File: config.mk
export PLATFORM = sky130hd
export DESIGN_NAME = f_div_ctrl_flat
export DESIGN_NICKNAME = d
export VERILOG_FILES = /design/src/rtl/f_div_ctrl_if.sv /design/src/rtl/f_div_ctrl.sv /design/src/flat_wrapper.sv
export SDC_FILE = /design/constraint.sdc
export NUM_CORES = 1
export LEC_CHECK = 0
export ABC_AREA = 1
export CORE_UTILIZATION = 49
export DETAILED_ROUTE_END_ITERATION = 10
export GPL_TIMING_DRIVEN = 0
export PLACE_DENSITY_LB_ADDON = 0.05
export SLEW_MARGIN = 20
export SYNTH_ARGS = -nofsm -noshare
export SYNTH_HDL_FRONTEND = slang
export SYNTH_SLANG_ARGS = --single-unit
File: constraint.sdc
create_clock -name clk_in -period 2.3 [get_ports clk_in]
set_input_delay 0.345 -clock clk_in [delete_from_list [all_inputs] [get_ports clk_in]]
set_output_delay 0.345 -clock clk_in [all_outputs]
set_load 0.03 [all_outputs]
File: src/rtl/f_div_ctrl_if.sv
// ============================================================================
// Module : f_div_ctrl_if
// Brief  : Valid/ready divisor-configuration port of the frequency divider.
// Rev    : 1.0  initial release
// ============================================================================
`default_nettype none

interface f_div_ctrl_if #(
    parameter int CNT_W = 4
);
    logic             cfg_valid;
    logic             cfg_ready;
    logic [1:0]       cfg_sel;
    logic [CNT_W-1:0] cfg_div;
    logic             cfg_done;
    logic             cfg_err;

    modport master (
        output cfg_valid, cfg_sel, cfg_div,
        input  cfg_ready, cfg_done, cfg_err
    );

    modport slave (
        input  cfg_valid, cfg_sel, cfg_div,
        output cfg_ready, cfg_done, cfg_err
    );
endinterface

`default_nettype wire

File: src/rtl/f_div_ctrl.sv
// ============================================================================
// Module : f_div_ctrl
// Brief  : Three divide-by-N channels with glitch-free runtime divisor update.
//          Optional macro DIV_CTRL_SYNC_EN adds a sync_req phase-align input.
// Rev    : 1.0  initial release
// ============================================================================
`default_nettype none

module f_div_ctrl #(
    parameter int CNT_W     = 4,
    parameter int DIV0_INIT = 2,
    parameter int DIV1_INIT = 3,
    parameter int DIV2_INIT = 4
) (
    input  logic        clk_in,
    input  logic        rst_n,
`ifdef DIV_CTRL_SYNC_EN
    input  logic        sync_req,
`endif
    input  logic [2:0]  ch_en,
    f_div_ctrl_if.slave cfg,
    output logic [2:0]  div_out,
    output logic [2:0]  div_tick
);

    typedef enum logic [0:0] {
        ST_IDLE = 1'b0,
        ST_PEND = 1'b1
    } state_t;

    state_t           r_state;
    logic [2:0]       r_en_q;
    logic [1:0]       r_sel_q;
    logic [CNT_W-1:0] r_div_q;
    logic             r_done;
    logic             r_err;

    logic             w_sync;
    logic [3:0]       w_en4;
    logic [3:0]       w_tick4;
    logic             w_hs;
    logic             w_bad;
    logic             w_idle_load;
    logic             w_pend_load;
    logic             w_load;
    logic [1:0]       w_load_sel;
    logic [CNT_W-1:0] w_load_div;

`ifdef DIV_CTRL_SYNC_EN
    assign w_sync = sync_req;
`else
    assign w_sync = 1'b0;
`endif

    // Padded to four entries so the illegal select value 3 indexes safely.
    assign w_en4   = {1'b0, r_en_q};
    assign w_tick4 = {1'b0, div_tick};

    assign w_hs        = cfg.cfg_valid && (r_state == ST_IDLE);
    assign w_bad       = (cfg.cfg_div < CNT_W'(2)) || (cfg.cfg_sel == 2'd3);
    assign w_idle_load = w_hs && !w_bad && !w_en4[cfg.cfg_sel];
    assign w_pend_load = (r_state == ST_PEND) &&
                         (!w_en4[r_sel_q] || w_tick4[r_sel_q] || w_sync);
    assign w_load      = w_idle_load || w_pend_load;
    assign w_load_sel  = (r_state == ST_PEND) ? r_sel_q : cfg.cfg_sel;
    assign w_load_div  = (r_state == ST_PEND) ? r_div_q : cfg.cfg_div;

    assign cfg.cfg_ready = (r_state == ST_IDLE);
    assign cfg.cfg_done  = r_done;
    assign cfg.cfg_err   = r_err;

    always_ff @(posedge clk_in) begin
        if (!rst_n) begin
            r_state <= ST_IDLE;
            r_en_q  <= 3'b000;
            r_sel_q <= 2'd0;
            r_div_q <= '0;
            r_done  <= 1'b0;
            r_err   <= 1'b0;
        end else begin
            r_en_q <= ch_en;
            r_done <= 1'b0;
            r_err  <= 1'b0;
            case (r_state)
                ST_IDLE: begin
                    if (w_hs) begin
                        if (w_bad) begin
                            r_err <= 1'b1;
                        end else if (!w_en4[cfg.cfg_sel]) begin
                            r_done <= 1'b1;
                        end else begin
                            r_sel_q <= cfg.cfg_sel;
                            r_div_q <= cfg.cfg_div;
                            r_state <= ST_PEND;
                        end
                    end
                end
                ST_PEND: begin
                    if (w_pend_load) begin
                        r_done  <= 1'b1;
                        r_state <= ST_IDLE;
                    end
                end
                default: r_state <= ST_IDLE;
            endcase
        end
    end

    generate
        for (genvar i = 0; i < 3; i++) begin : g_ch
            localparam logic [CNT_W-1:0] C_INIT =
                (i == 0) ? CNT_W'(DIV0_INIT) :
                (i == 1) ? CNT_W'(DIV1_INIT) : CNT_W'(DIV2_INIT);

            logic [CNT_W-1:0] r_cnt;
            logic [CNT_W-1:0] r_div;
            logic [CNT_W:0]   w_half;
            logic             w_sel_me;

            // One extra bit keeps (div+1) from wrapping at div = 2^CNT_W-1.
            assign w_half      = ({1'b0, r_div} + (CNT_W+1)'(1)) >> 1;
            assign w_sel_me    = (w_load_sel == 2'(i));
            assign div_out[i]  = r_en_q[i] && ({1'b0, r_cnt} < w_half);
            assign div_tick[i] = r_en_q[i] && (r_cnt == r_div - CNT_W'(1));

            always_ff @(posedge clk_in) begin
                if (!rst_n) begin
                    r_cnt <= '0;
                    r_div <= C_INIT;
                end else begin
                    if (w_load && w_sel_me) begin
                        r_div <= w_load_div;
                    end
                    if (!r_en_q[i]) begin
                        r_cnt <= '0;
                    end else if (w_pend_load && w_sel_me) begin
                        r_cnt <= '0;
                    end else if (w_sync || div_tick[i]) begin
                        r_cnt <= '0;
                    end else begin
                        r_cnt <= r_cnt + CNT_W'(1);
                    end
                end
            end
        end
    endgenerate

endmodule

`default_nettype wire
File: src/flat_wrapper.sv
// flat-port wrapper written by rule: the top's interface ports become plain ports
module f_div_ctrl_flat 
#(
    parameter int CNT_W     = 4,
    parameter int DIV0_INIT = 2,
    parameter int DIV1_INIT = 3,
    parameter int DIV2_INIT = 4
)
  (clk_in, rst_n, ch_en, div_out, div_tick, cfg_cfg_valid, cfg_cfg_sel, cfg_cfg_div, cfg_cfg_ready, cfg_cfg_done, cfg_cfg_err);
  f_div_ctrl_if #(.CNT_W(CNT_W)) cfg_i ();
  input  logic clk_in;
  input  logic rst_n;
  input  logic [2:0] ch_en;
  output logic [2:0] div_out;
  output logic [2:0] div_tick;
  input wire logic [$bits(cfg_i.cfg_valid)-1:0] cfg_cfg_valid;
  input wire logic [$bits(cfg_i.cfg_sel)-1:0] cfg_cfg_sel;
  input wire logic [$bits(cfg_i.cfg_div)-1:0] cfg_cfg_div;
  output wire logic [$bits(cfg_i.cfg_ready)-1:0] cfg_cfg_ready;
  output wire logic [$bits(cfg_i.cfg_done)-1:0] cfg_cfg_done;
  output wire logic [$bits(cfg_i.cfg_err)-1:0] cfg_cfg_err;
  assign cfg_i.cfg_valid = cfg_cfg_valid;
  assign cfg_i.cfg_sel = cfg_cfg_sel;
  assign cfg_i.cfg_div = cfg_cfg_div;
  assign cfg_cfg_ready = cfg_i.cfg_ready;
  assign cfg_cfg_done = cfg_i.cfg_done;
  assign cfg_cfg_err = cfg_i.cfg_err;
  f_div_ctrl #(.CNT_W(CNT_W), .DIV0_INIT(DIV0_INIT), .DIV1_INIT(DIV1_INIT), .DIV2_INIT(DIV2_INIT)) u_core (.clk_in(clk_in), .rst_n(rst_n), .ch_en(ch_en), .cfg(cfg_i), .div_out(div_out), .div_tick(div_tick));
endmodule
# Yosys cells after proc, flatten, opt, wreduce, memory -nomap -nowiden
# Cells that the tools add are included.
classes:
  add_sub_neg: 9
  n_lt_le_gt_ge: 6
  n_eq_ne: 6
  muxes: 19
  n_bitwise: 7
  reduce_logical: 28
op_table:
  columns: ["op", "count"]
  rows:
  - ["$logic_and A1 B1 Y1", 16]
  - ["$add A4 B1 Y5 const B", 3]
  - ["$add A4 B1 Y4 const B", 3]
  - ["$eq A4 B4 Y1", 3]
  - ["$lt A4 B4 Y1", 3]
  - ["$mux W1", 12]
  - ["$reduce_or A4 Y1", 3]
  - ["$sub A4 B1 Y4 const B", 3]
  - ["$not A1 Y1", 7]
  - ["$bmux W1 S2", 3]
  - ["$lt A2 B3 Y1 const B", 2]
  - ["$eq A2 B2 Y1 const B", 2]
  - ["$lt A4 B2 Y1 const B", 1]
  - ["$mux W4", 1]
  - ["$pmux W1 S2", 2]
  - ["$reduce_and A4 Y1", 1]
  - ["$logic_not A1 Y1", 3]
  - ["$logic_or A1 B1 Y1", 3]
  - ["$reduce_or A3 Y1", 1]
  - ["$eq A2 B1 Y1 const B", 1]
  - ["$logic_not A2 Y1", 1]
  - ["$mux W2", 1]
totals:
  regBits: 36
  input_bits: 12
  out_inout_bits: 9

# Longest topological paths before layout
logic_depth:
  word_depth: 9
  depth_mapped: 18

# Worst setup path after synthesis
# Ideal clock, no wire load.
synth_timing:
  path_type: "register to output"
  start: "reg u_core.g_ch[2].r_div[0]"
  end: "out div_out[2]"
  t_arrival_ps: 2756
  setup_slack_ps: -801
  path_stages_with_launch: 7
  n_path_buf: 0
  path_cell_list: "dfxtp_1 > ha_1 > xnor2_1 > ha_1 > a21boi_0 > o211a_1 > a2111oi_0"
synth_between:
  elab_chain_cells: 3
synth_rtl:
  columns: ["element", "line", "text"]
  rows:
  - ["start, declared", "f_div_ctrl.sv:116", "logic [CNT_W-1:0] r_div;"]
  - ["start signal, assigned", "f_div_ctrl.sv:132", "r_div <= w_load_div;"]
  - ["$add A4 B1 Y5", "f_div_ctrl.sv:121", "assign w_half = ({1'b0, r_div} + (CNT_W+1)'(1)) >> 1;"]
  - ["$lt A4 B4 Y1", "f_div_ctrl.sv:123", "assign div_out[i] = r_en_q[i] && ({1'b0, r_cnt} < w_half);"]
  - ["$logic_and A1 B1 Y1", "f_div_ctrl.sv:123", null]
  - ["end, declared", "flat_wrapper.sv:14", "output logic [2:0] div_out;"]
# Every way passes these cells.

# Final worst setup path
# Same ends and word-level chain as after synthesis.

==> summary.txt <==
Worst setup path
  – CP Class: flip-flop to output pin
  – Reg2reg setup slack: 0.26 ns
  – Critical-path top delay cell: dfxtp_4
  – Req. time, crit path: 1.96 ns
  – Reg2reg start: u_core.g_ch[0].r_div[0]
  – Buf/Inv on CP: 1
  – Reg2reg end: u_core.g_ch[0].r_div[2]
  – CP Data Arrival Time: 2.02 ns
  – CP endpoint kind: output pin
  – Critical-path cell list: ha_4 > xnor2_2 > ha_1 > a21boi_1 > o211a_1 > a2111oi_4 > buf_4
  – Largest delay share family, worst path: compound AO/OA/AOI/OAI gates
  – Max incr delay on CP: 0.38 ns
  – Startpoint types: flip-flop
  – Critical-path maximum fanout: 6
  – FF-to-FF path depth: 15

Run status
  – Status: finished with violations
  – Failing checks: setup timing

Routing
  – Routed length per instance: 11.75 um
  – DR iter-0 viols: 111
  – ANT nets after route: 0
  – Total number of vias: 1952
  – DRT Pass-1 Iters: 4
  – Final wirelength: 4.605 mm
  – Vias per cell: 4.980
  – DRC: 0

Finish
  – Storage cell area: 738.2 um^2
  – Most common cell after layout, fill and taps aside: nand2_1
  – Net count, final: 369
  – Final Cell Area: 2706 um^2
  – Area of the multi-input gates: 1393 um^2
  – Leading cell types in the layout, fill and taps excluded: nand2_1, nor2_1, inv_1
  – Ant. Diodes: 0
  – Area growth, synth to finish: 20.70%
  – Fillers: 423
  – Share of layout cells above drive strength 1: 13.82%

STA
  – Slew Viols, Final: 0
  – Fin crit share: 103.0%
  – Final Hold Viols: 0
  – Relative slew slack: 65.89%
  – Post-route clock skew: 0.004007 ns
  – Final setup fails: 3
  – Slew @ Worst Pin: 0.5097 ns
  – Unrepaired setup endpoints after global routing: true
  – Fin crit period: 2.368 ns
  – Maximum clock rate: 422.3 MHz
  – Hold slack: 0.4580 ns
  – Setup Total Neg Slack: -0.09099 ns
  – Final worst slack: -0.06810 ns

CTS
  – Hold_buf cts: 0
  – Clock latency on the worst-skew pair: 0.29 ns
  – CTS tree: yes
  – CTS H-tree depth: 2
  – Clock Path Buffers: 2
  – Clock sink total: 36
  – Clk root buf: clkbuf_8
  – Clk slew on worst S/H paths: 0.07 ns
  – TritonCTS Buffers: 5

Placement
  – DP Area: 2516 um^2
  – Port Buffers: 19
  – Worst slack, placed: -0.3483 ns
  – HPWL after DPL: 3.446 mm
  – Routability cong.: 0.8376

Power
  – P per Cell Area: 523.5 nW/um^2
  – Seq pwr share: 47.6%
  – Clock power frac: 32.5%
  – Net Sw Power: 0.4051 mW
  – Worst vdd ir: 0.3264 mV
  – Power share of the combinational group: 19.9%
  – Sw frac: 28.59%
  – Leakage: 1.254 nW
  – Cell Int Power: 1.012 mW

Worst hold path
  – Min-delay src: rst_n
  – Hold Path Depth: 3
  – Hold Crit Class: input pin to flip-flop
  – Hold EP: u_core.cfg.cfg_done

Synth
  – Mapped Nets: 341
  – Register bit count reported by yosys: 36
  – Mapped Cells: 311
  – Sequential-to-total area share from yosys stat: 32.14%
  – Mean Syn Cell Area: 7.209 um^2
  – Syn. warnings: 0
  – Synthesized cell area: 2242 um^2
  – Synth unique cells: 28

Die
  – Top-level port count: 21
  – Row count: 24
  – Initial Util: 51.14%
  – Die X: 69.65 um
  – Die Area: 4850 um^2
  – Die Ht: 69.65 um
  – Core area: 4384 um^2

Global route
  – Antenna violations before repair: 0
  – First-pass GRT wire length: 7.962 mm
  – Largest net degree at the start of global routing: 12
  – Vias in the first global route: 1750
  – Gr ovfl total: 0
  – Gr usage total: 20.51%

Run
  – Max-Cap Viols: 0
[synthesized netlist by cell type, drive strengths merged]
master | instances | area share (%)
xnor2 | 12 | 4.7
nand3 | 34 | 7.8
a32oi | 1 | 0.39
o211a | 3 | 1.3
a21boi | 3 | 1.0
a21oi | 14 | 3.1
nand3b | 2 | 0.67
inv | 43 | 7.2
mux2i | 3 | 1.3
a2111oi | 3 | 1.2
nand2 | 62 | 11
xor2 | 10 | 3.9
dfxtp | 36 | 32
ha | 18 | 10
nor3 | 2 | 0.67
o21ai | 10 | 2.2
clkbuf | 3 | 0.61
o32ai | 1 | 0.39
buf | 6 | 2.7
or2 | 1 | 0.28
nor2 | 44 | 7.4
[per-layer routing]
| layer | up-vias | routed length, um | part of all wire [%] | track usage, % |
|---|---|---|---|---|
| met5 | - | 0 | 0 | 0 |
| met4 | 0 | 67 | 1.5 | 7.111 |
| met3 | 7 | 120 | 2.6 | 3.924 |
| met2 | 22 | 2073 | 45 | 31.93 |
| met1 | 873 | 2343 | 51 | 28.44 |
| li1 | 1050 | - | - | - |
[cell families (layout without fill, tap and decap cells)]
| logic type | after synthesis | count (layout) | share of synthesized area, % |
|---|---|---|---|
| and+or+nand+nor | 145 | 145 | 27.73 |
| xor gates and xnor gates | 22 | 22 | 8.594 |
| adders and majority gates | 18 | 18 | 10.04 |
| DFF | 36 | 36 | 32.14 |
| buffers and inverters | 52 | 81 | 10.49 |
| muxes | 3 | 3 | 1.339 |
| AOI/OAI and AO/OA | 35 | 35 | 9.655 |
[worst max path at each step]
stage	from	end	cells after the start
after floorplan	u_core.g_ch[2].r_div[0]	div_out[2]	6
after global placement	u_core.g_ch[2].r_div[0]	div_out[2]	7
after detailed placement	u_core.g_ch[0].r_div[0]	div_out[0]	7
after CTS	u_core.g_ch[2].r_div[0]	div_out[2]	7
after global routing	u_core.g_ch[2].r_div[0]	div_out[2]	7
final	u_core.g_ch[2].r_div[0]	div_out[2]	7
[cell type report]
class | count | area share, %
Tap cell | 52 | 2.404
Timing Repair Buffer | 21 | 6.750
Sequential cell | 36 | 27.28
Inverter | 43 | 5.964
Clock inverter | 2 | 0.3699
Buffer | 9 | 2.728
Multi-Input combinational cell | 223 | 51.46
Clock buffer | 6 | 3.051
[state kept, by name, summed over array words and instances (netlist names)]
signal / flops
u_core.cfg.cfg_done: 1
u_core.r_sel_q: 2
u_core.g_ch.r_div: 12
u_core.r_en_q: 3
u_core.r_div_q: 4
u_core.cfg.cfg_err: 1
u_core.g_ch.r_cnt: 12
u_core.r_state: 1
[per-stage QoR]
| step | power, mW | utilization (%) | cells |
|---|---|---|---|
| after global routing | 1.498 | 61.73 | 392 |
| final | 1.417 | 61.73 | 392 |
| after floorplan | 0.8775 | - | 311 |
| after CTS | 1.427 | 60.84 | 392 |
| after detailed placement | 0.9556 | 57.39 | 382 |
| after global placement | 0.9518 | 57.39 | 382 |
[power groups by stage]
stage | logic (mW) | registers [mW] | clock network (mW)
after detailed placement | 0.268 | 0.688 | 0
final | 0.282 | 0.674 | 0.460
after CTS | 0.278 | 0.675 | 0.474
after floorplan | 0.193 | 0.685 | 0
after global routing | 0.316 | 0.678 | 0.504
after global placement | 0.265 | 0.687 | 0
[worst register-to-register path, cell delays in order (launching register included)]
cell and delay, ns:
dfxtp_4 0.37, inv_1 0.06, ha_1 0.33, xor2_1 0.17
nand2_1 0.06, nor2_1 0.15, nand3_1 0.10, nand2_1 0.08
nand2_2 0.05, nand2_1 0.07, nand2_2 0.07, nand2_4 0.09
buf_6 0.14, nand3_1 0.07, nand2_1 0.09, nor2_1 0.04
[repair_timing]
action	4_1_cts	5_1_grt
resized for setup	42	13
buffers inserted	2	0
pin swaps	1	3
endpoints found under the setup margin	6	7
(Power assumes the default switching activity.)
